$ cat config.mk
export PLATFORM = sky130hd
export DESIGN_NAME = cross_comm_param_loader
export DESIGN_NICKNAME = d
export VERILOG_FILES = /design/src/rtl/cross_comm_param_loader.sv
export SDC_FILE = /design/constraint.sdc
export NUM_CORES = 1
export LEC_CHECK = 0
export BUFFER_PORTS_ARGS = -buffer_cell sky130_fd_sc_hd__clkbuf_2
export CORE_ASPECT_RATIO = 0.7
export CORE_MARGIN = 10
export CORE_UTILIZATION = 45
export CTS_CLUSTER_DIAMETER = 120
export CTS_CLUSTER_SIZE = 20
export DETAILED_ROUTE_END_ITERATION = 7
export PLACE_DENSITY = 0.66
export SETUP_SLACK_MARGIN = 0.3
export SLEW_MARGIN = 5
export SYNTH_ARGS = -nofsm -noshare
export SYNTH_HDL_FRONTEND = slang
export SYNTH_SLANG_ARGS = --single-unit
$ cat constraint.sdc
create_clock -name clk -period 3.7 [get_ports clk]
set_input_delay 0.185 -clock clk [delete_from_list [all_inputs] [get_ports clk]]
set_output_delay 0.185 -clock clk [all_outputs]
set_load 0.03 [all_outputs]
$ cat src/rtl/cross_comm_param_loader.sv
// Cross-commodity parameter loader: parses framed byte records, checks checksum and inter-rate range,
// and presents a validated parameter set over valid/ready. Optional inter-byte timeout: CCL_TIMEOUT_EN.
module cross_comm_param_loader #(
  parameter logic [7:0]  SOF_BYTE       = 8'hA5,
  parameter int unsigned MAX_INTER_RATE = 100,
  parameter int unsigned ERR_CNT_W      = 8,
  parameter int unsigned TIMEOUT_CYCLES = 255
) (
  input  logic                 clk,
  input  logic                 reset,
  input  logic [7:0]           in_byte,
  input  logic                 in_valid,
  output logic                 in_ready,
  output logic [15:0]          outright_rate0,
  output logic [15:0]          outright_rate1,
  output logic [7:0]           ratio0,
  output logic [7:0]           ratio1,
  output logic [7:0]           inter_rate,
  output logic                 param_valid,
  input  logic                 param_ready,
  output logic                 frame_err,
  output logic [ERR_CNT_W-1:0] err_count
);

  localparam logic [1:0] IDLE    = 2'd0;
  localparam logic [1:0] PAYLOAD = 2'd1;
  localparam logic [1:0] CHECK   = 2'd2;
  localparam logic [1:0] HOLD    = 2'd3;

  localparam logic [7:0] MAX_IR = 8'(MAX_INTER_RATE);

  logic [1:0] state;
  logic [2:0] idx;
  logic [7:0] chk;
  logic [7:0] shadow [7];
  logic       accept;
  logic       frame_ok;
  logic       reject;
  logic       timeout;

  assign in_ready = (state != HOLD);
  assign accept   = in_valid && in_ready;

`ifdef CCL_TIMEOUT_EN
  localparam logic [15:0] TO_LAST = 16'(TIMEOUT_CYCLES - 1);
  logic [15:0] idle_cnt;

  // Counts stalled cycles within a frame; the abort fires on the cycle the limit is reached.
  always_ff @(posedge clk) begin
    if (!reset || accept || !(state == PAYLOAD || state == CHECK))
      idle_cnt <= '0;
    else
      idle_cnt <= idle_cnt + 16'd1;
  end

  assign timeout = (state == PAYLOAD || state == CHECK) && !accept && (idle_cnt == TO_LAST);
`else
  assign timeout = 1'b0;
`endif

  always_comb begin
    frame_ok = 1'b0;
    reject   = timeout;
    if (state == CHECK && accept) begin
      frame_ok = (in_byte == chk) && (shadow[6] <= MAX_IR);
      reject   = !frame_ok;
    end
  end

  always_ff @(posedge clk) begin
    if (!reset) begin
      state          <= IDLE;
      idx            <= '0;
      chk            <= '0;
      for (int unsigned i = 0; i < 7; i++) shadow[i] <= '0;
      outright_rate0 <= '0;
      outright_rate1 <= '0;
      ratio0         <= '0;
      ratio1         <= '0;
      inter_rate     <= '0;
      param_valid    <= 1'b0;
      frame_err      <= 1'b0;
      err_count      <= '0;
    end else begin
      frame_err <= reject;
      if (reject) begin
        state <= IDLE;
        if (err_count != '1) err_count <= err_count + 1'b1;
      end else begin
        case (state)
          IDLE: begin
            if (accept && in_byte == SOF_BYTE) begin
              state <= PAYLOAD;
              idx   <= '0;
              chk   <= '0;
            end
          end
          PAYLOAD: begin
            if (accept) begin
              shadow[idx] <= in_byte;
              chk         <= chk ^ in_byte;
              if (idx == 3'd6) state <= CHECK;
              else             idx   <= idx + 3'd1;
            end
          end
          CHECK: begin
            if (frame_ok) begin
              outright_rate0 <= {shadow[0], shadow[1]};
              outright_rate1 <= {shadow[2], shadow[3]};
              ratio0         <= shadow[4];
              ratio1         <= shadow[5];
              inter_rate     <= shadow[6];
              param_valid    <= 1'b1;
              state          <= HOLD;
            end
          end
          default: begin
            if (param_ready) begin
              param_valid <= 1'b0;
              state       <= IDLE;
            end
          end
        endcase
      end
    end
  end

endmodule

After elaboration in Yosys (flattened, before gate mapping)

Memory sizes are Yosys's and may differ from the RTL's. A register that Yosys moved wholly into a read port is not among the register bits.
Index checks and enable logic that the tools add are counted.

$lt $le $gt $ge: 1
Bitwise gates (word level): 4
Mux-type cells: 27
Reduce and logical (&&, ||, !) cells: 24
Add/subtract/negate cells: 2
Equality and inequality tests: 12

Operator list:

| operator              | count |
|---|---|
| $mux W8               | 3 |
| $pmux W8 S2           | 1 |
| $mux W3               | 4 |
| $ne A2 B2 Y1 const B  | 6 |
| $mux W1               | 11 |
| $mux W2               | 5 |
| $reduce_and A5 Y1     | 2 |
| $add A8 B1 Y8 const B | 1 |
| $eq A8 B8 Y1          | 1 |
| $eq A8 B8 Y1 const B  | 1 |
| $le A8 B7 Y1 const B  | 1 |
| $ne A8 B8 Y1 const B  | 1 |
| $reduce_and A4 Y1     | 2 |
| $reduce_or A8 Y1      | 1 |
| $xor A8 B8 Y8         | 1 |
| $logic_not A1 Y1      | 7 |
| $pmux W2 S3           | 1 |
| $pmux W3 S2           | 1 |
| $logic_and A1 B1 Y1   | 4 |
| $reduce_bool A2 Y1    | 2 |
| $reduce_bool A4 Y1    | 1 |
| $reduce_or A2 Y1      | 2 |
| $add A3 B1 Y3 const B | 1 |
| $eq A3 B3 Y1 const B  | 1 |
| other kinds (7)       | 9 |

Bits of input ports: 12
Output and inout bits: 67
Flip-flop bits (word level): 31
Word-level logic and storage cells: 78
Bits in writable memories: 56
Memories: 1

Memory list:

| name   | words | bits a word | rd ports | clocked after memory_dff | write ports | RTL line | source |
|---|---|---|---|---|---|---|---|
| shadow | 7     | 8           | 7        | 6                        | 7           | 35       | `logic [7:0] shadow [7];` |

Longest topological paths before layout

Gate-level depths: netlist of run 1.
An unclocked memory read counts as a cell.

Word-level depth: 10
Depth in mapped cells: 8
Depth with buffers taken out: 7

Worst setup path after synthesis of run 1

Ideal clock, no wire load.

Path type: register to register
Start point: memory shadow[6][3]
End point: memory shadow[1][0], enable pin
Data required time: 3,316 ps
Buffers on the path: 1
Library setup time: 384 ps
Clock period less this slack: 2,919 ps
Cell stages (with the launch flop): 7
Path slack: 781 ps
Data arrival time: 2,535 ps
Path through: dfxtp_1 -> o211a_1 -> or4_1 -> o31a_1 -> buf_6 -> or3_1 -> o21ai_0

RTL lines:

| what               | RTL line |
|---|---|
| start: declaration | 35 |

==> results_dict.tcl, run 1 <==
set metrics [dict create \
    place_area_mm2 0.00619 \
    pwr-share-clk_pct 50.3 \
    yosysTopAreaCell "dfxtp_1" \
    p_int_mw 2.78 \
    maxSlewHeadroom_pct 24.3 \
    fmax_mhz 323 \
    synth_edf_count 48 \
    setup_tns_ns 0 \
    power_frac_comb_pct 5.4 \
    power.total_mw 3.57 \
    fin_worst_skew_ns 0.00771 \
    io_buffers 78 \
    drc 0 \
    antenna_found_initial 0 \
    synth_top_area_share_pct 30.6 \
    ys_ff_latch 135 \
    start_util_pct 45.9 \
    area_growth_pct 20.2 \
    synth_top_family_by_area "simple AND/OR/NAND/NOR gates" \
    maxCapViolCount 0 \
    drtIter0Drc 321 \
    async_flop_share_pct 0 \
    cts_buffer_depth 2 \
    crit_fanout 19 \
    vias 4288 \
    arrival_ns 3.17 \
    rsz0062_at_grt "no" \
    drt_first_pass_iters 4 \
    tightestPinTransition_ns 1.14 \
    hold_viol 0 \
    end_kind "register" \
    grtUsageTotal_pct 15.9 \
    clock_latency_ns 0.41 \
    max-vdd-ir-drop_v 0.000281 \
    path_class "reg -> reg" \
    cts_sinks 135 \
    drive_gt1_share_pct 19.0 \
    ys.flop_type "dfxtp_1" \
    post-cts-setup-buffer-count 0 \
    antenna_cells 0 \
    powerDensity_mw_per_mm2 523 \
    p_sw_uw 797 \
    maxSlewViolCount 0 \
    cpPeakStageDelay_ns 0.65 \
    root_buffer "clkbuf_16" \
    post-route-min-period_ns 3.09 \
    crit_chain "o211a_1 -> or4_1 -> o31a_1 -> nor2_1 -> a41o_1" \
    holdCritPathClass "in -> reg" \
    syn-num-nets 601 \
    synth_common_cells "133 x nand2_1, 87 x dfxtp_1, 64 x a21oi_1" \
    dp_hpwl_mm 9.63 \
    gp_congestion 0.810 \
    p_sw_share_pct 22.3 \
    synth-seq-area-share_pct 56.0 \
    critPathLaunchType "register" \
    yosysWarnings 0 \
    fin_crit_sh_pct 83.6 \
    p_leak_nw 2.70 \
    die_h_um 114 \
    cts_tree "yes" \
    netlist-cell-type-count 51 \
    viasPerCell 5.20 \
    muxShareOfSynthArea_pct 0.528 \
    overflow 0 \
    slowest_stage "o31a_1" \
    final_antenna_net_count 0 \
    crit_family "compound AO/OA/AOI/OAI gates" \
    core-area_mm2 0.0124 \
    stdcell_area_mm2 0.00683 \
    synthSimpleGateAreaFrac_pct 24.0 \
    post_cts_resized 0 \
    synth_cells 581 \
    synthAdderAreaFrac_pct 1.76 \
    die_w_um 154 \
    dieArea_mm2 0.0176 \
    outcome "completed" \
    grt_max_degree 54 \
    setup_viol 0 \
    cts_buffers 17 \
    critical_path_required_ns 3.78 \
    nNetsFinal 669 \
    ios 79 \
    avgSynthCellArea_um2 9.78 \
    synth_compound_area_share_pct 12.7 \
    synth_area_leaders "dfxtp_1 31%, edfxtp_1 25%, nand2_1 8.8%" \
    critical_path_buf_inv_count 0 \
    syn_area_mm2 0.00568 \
    synth.most_common_cell "nand2_1" \
    p_seq_share_pct 44.3 \
    grt_pass1_wl_mm 22.7 \
    holdBufCountCts 0 \
    synthXorXnorAreaFrac_pct 1.54 \
    h-tree-depth 4 \
    wire_per_inst_um 16.8 \
    path_clk_slew_ns 0.06 \
    wirelength_mm 13.9 \
    rows 34 \
    grt_pass1_vias 4391 \
]
[metal layers]
| metal | vias to the layer above | global-route usage, % | wire length (µm) |
|---|---|---|---|
| met5 | - | 0 | 0 |
| met4 | 0 | 6.15 | 55 |
| met3 | 4 | 5.11 | 962 |
| met2 | 114 | 23.5 | 5990 |
| met1 | 2013 | 21.3 | 6860 |
| li1 | 2157 | - | - |
[worst paths after layout]
path         cells after the start           end          from  slack (ns)
max                              5  shadow[5][4]  shadow[6][3]        0.61
min                              4   param_valid   param_ready        0.08
max reg2reg                      5  shadow[5][4]  shadow[6][3]        0.61
min reg2reg                      2     ratio0[4]     ratio0[4]        0.45
[tightest hold or removal path, delay by kind of cell]
kind	cells	cell delay [ns]
AND/OR/NAND/NOR	2	0.11
AO/OA/AOI/OAI	1	0.06
buffers and inverters	1	0.10
[cell families (layout without fill, tap and decap cells)]
group | count (synthesis) | in the layout
adders and majority gates | 8 | 8
AOI/OAI and AO/OA | 117 | 117
xor gates and xnor gates | 10 | 10
and+or+nand+nor | 261 | 261
DFF | 135 | 135
muxes | 3 | 3
buffers and inverters | 47 | 128
[area by class of cell]
| class | instances | area (µm²) |
|---|---|---|
| fill | 1064 | 5550 |
| tap | 162 | 203 |
| timing repair buffer | 87 | 470 |
| multi-input combinational | 399 | 2300 |
| clock buffer | 18 | 439 |
| inverter | 9 | 33.8 |
| clock inverter | 14 | 196 |
| sequential | 135 | 3180 |
[placed cells by master, fill, tap and decap left out, types with 10 or more instances in the layout]
cell type / instances
nand2b_1: 23
and3_1: 10
nand2_1: 133
o21ai_0: 13
clkbuf_16: 17
dfxtp_1: 87
and2_1: 43
a21oi_1: 64
edfxtp_1: 48
clkbuf_2: 78
nand3_1: 15
[state kept, by name, indices dropped and copies added (netlist names)]
name / count
shadow: 56
outright_rate0: 16
outright_rate1: 16
chk: 8
err_count: 8
inter_rate: 8
ratio0: 8
ratio1: 8
idx: 3
state: 2
frame_err: 1
param_valid: 1
[stage by stage]
| step | setup WS [ns] | hold WS [ns] | cells | util (%) |
|---|---|---|---|---|
| after global placement | 0.654 | 0.439 | 792 | 50.0 |
| after detailed placement | 0.610 | 0.443 | 792 | 50.0 |
| after CTS | 0.638 | 0.0829 | 824 | 55.2 |
| after global routing | 0.434 | 0.103 | 824 | 55.2 |
| final | 0.608 | 0.0836 | 824 | 55.2 |
| after floorplan | 0.781 | 0.371 | 581 | - |
[power groups by stage]
stage	Clock, mW	Combinational (mW)	Sequential, mW
3_3_place_gp	0	0.186	1.61
4_1_cts	1.82	0.191	1.58
2_1_floorplan	0	0.137	1.61
6_report	1.80	0.192	1.58
5_1_grt	1.90	0.210	1.59
3_5_place_dp	0	0.190	1.62
Note: power is estimated with default switching activity, not from simulation.
==> run 2: changes to the inputs <==
- PLACE_DENSITY: 0.66 -> 0.69
- clock period: 3.7 -> 2.8 ns (I/O delays scaled with it)
==> run 2 against run 1 <==
Compared with the run above: sequential cell count unchanged; maximum frequency up 24%; sequential share of layout area down 0.93 points; critical path depth unchanged; non-clock buffer count up 20; global-route usage about the same; worst setup slack worse by 0.30 ns; first-iteration DRC count down 3.1%; via count up 5.6%; die area unchanged; wire length up 1.1%; combinational power up 49%.
==> results_dict.tcl, run 2 (synthesis results as in run 1) <==
set metrics [dict create \
    grt_pass1_wl_mm 22.6 \
    p_sw_share_pct 21.8 \
    h-tree-depth 4 \
    final_cell_mix "133 x nand2_1, 84 x dfxtp_1, 78 x clkbuf_2, 64 x a21oi_1, 48 x edfxtp_1" \
    die_w_um 154 \
    stdcell_area_mm2 0.00698 \
    r2r_cells 5 \
    core-area_mm2 0.0124 \
    worst_slack_ns 0.311 \
    final_common_cell "nand2_1" \
    cp-startpoint "shadow[6][4]" \
    die_h_um 114 \
    drive_gt1_share_pct 22.4 \
    wirelength_mm 14.0 \
    power_frac_comb_pct 6.3 \
    cpPeakStageDelay_ns 0.53 \
    nNetsFinal 689 \
    fmax_mhz 402 \
    powerDensity_mw_per_mm2 652 \
    io_buffers 78 \
    critical_path_required_ns 2.88 \
    drt_first_pass_iters 5 \
    grt_max_degree 54 \
    r2r-start "shadow[6][4]" \
    holdCritPathClass "in -> reg" \
    critical_path_buf_inv_count 0 \
    p_leak_nw 2.78 \
    top_register "shadow" \
    max-vdd-ir-drop_v 0.000411 \
    root_buffer "clkbuf_16" \
    setup_viol 0 \
    grtUsageTotal_pct 15.9 \
    largestRegisters "shadow (56), outright_rate0 (16), outright_rate1 (16)" \
    hold_viol 0 \
    start_util_pct 45.9 \
    crit_chain "o211a_1 -> or4_4 -> o31a_1 -> or3_4 -> o21ai_4" \
    rsz0062_at_grt "yes" \
    clock_latency_ns 0.41 \
    area_growth_pct 22.8 \
    crit_family "compound AO/OA/AOI/OAI gates" \
    arrival_ns 2.57 \
    maxSlewHeadroom_pct 52.6 \
    slowest_stage "or4_4" \
    viasPerCell 5.38 \
    cts_sinks 135 \
    largest_reg_flops 56 \
    tightestPinTransition_ns 0.710 \
    gp_congestion 0.843 \
    p_seq_share_pct 46.0 \
    crit_end "shadow[1][6]" \
    place_area_mm2 0.00634 \
    post-place-ws_ns 0.182 \
    crit_fanout 8 \
    power.total_mw 4.55 \
    antenna_found_initial 0 \
    cts_tree "yes" \
    vias 4529 \
    ios 79 \
    fin_crit_sh_pct 88.9 \
    dieArea_mm2 0.0176 \
    path_clk_slew_ns 0.06 \
    overflow 0 \
    n_fill_cell 1068 \
    reg2reg_slack_ns 0.31 \
    fin_worst_skew_ns 0.0106 \
    antenna_cells 0 \
    maxCapViolCount 0 \
    cts_buffers 17 \
    p_sw_uw 995 \
    setup_tns_ns 0 \
    drc 0 \
    path_class "reg -> reg" \
    critPathLaunchType "register" \
    r2r_end "shadow[1][6]" \
    cp_num_cells 5 \
    end_kind "register" \
    outcome "completed" \
    rows 34 \
    pwr-share-clk_pct 47.7 \
    grt_pass1_vias 4350 \
    final_util_pct 56.4 \
    final_antenna_net_count 0 \
    post-route-min-period_ns 2.49 \
    cts_buffer_depth 2 \
    dp_hpwl_mm 9.69 \
    drtIter0Drc 311 \
    wire_per_inst_um 16.7 \
    p_int_mw 3.56 \
    maxSlewViolCount 0 \
]
run 2: tightest hold or removal path, delay by kind of cell:
| family | cells | cell delay [ns] |
|---|---|---|
| buf+inv | 1 | 0.09 |
| compound gates | 1 | 0.07 |
| simple gates | 2 | 0.11 |
run 2: how the worst min path moves through the flow:
stage                     slack [ns]  cells past startpoint          startpoint                  to
after floorplan                 0.33                      3         param_ready         param_valid
after global placement          0.44                      2  outright_rate1[12]  outright_rate1[12]
after detailed placement        0.45                      2           ratio0[2]           ratio0[2]
after CTS                       0.03                      4         param_ready         param_valid
after global routing            0.09                      4         param_ready         param_valid
final                           0.04                      4         param_ready         param_valid
run 2: final cells by class:
type / count / area [µm²] / share of cell area (%)
clock buffers: 21 / 482 / 6.90
repair buffers: 107 / 616 / 8.82
well taps: 162 / 203 / 2.90
clock inverters: 9 / 98.8 / 1.42
flip-flops and latches: 135 / 3190 / 45.7
multi-input cells: 399 / 2360 / 33.8
inverters: 9 / 33.8 / 0.484
run 2: power groups by stage:
stage | Sequential [mW] | Clock, mW | Combinational [mW]
global placement | 2.13 | 0 | 0.270
detailed placement | 2.13 | 0 | 0.279
floorplan | 2.13 | 0 | 0.185
CTS | 2.09 | 2.21 | 0.282
finish | 2.09 | 2.17 | 0.287
global route | 2.09 | 2.30 | 0.315
run 2: routing by layer:
| metal | part of all wire [%] | track usage (%) | wire [µm] |
|---|---|---|---|
| met1 | 48 | 21.4 | 6700 |
| met2 | 44 | 23.3 | 6140 |
| met3 | 7.4 | 5.27 | 1040 |
| met4 | 1.1 | 5.65 | 150 |
| met5 | 0 | 0 | 0 |
run 2: what timing repair did:
action | CTS | global route
gates cloned | 0 | 0
gates resized for setup | 4 | 4
pin swaps | 6 | 7
buffers inserted | 3 | 1
hold buffers | 0 | 0
setup endpoints to repair | 32 | 48
run 2: through the flow:
step / hold WS, ns / std cells
final: 0.0418 / 842
after global placement: 0.439 / 808
after detailed placement: 0.446 / 808
after global routing: 0.0874 / 842
after CTS: 0.0344 / 841
after floorplan: 0.326 / 581
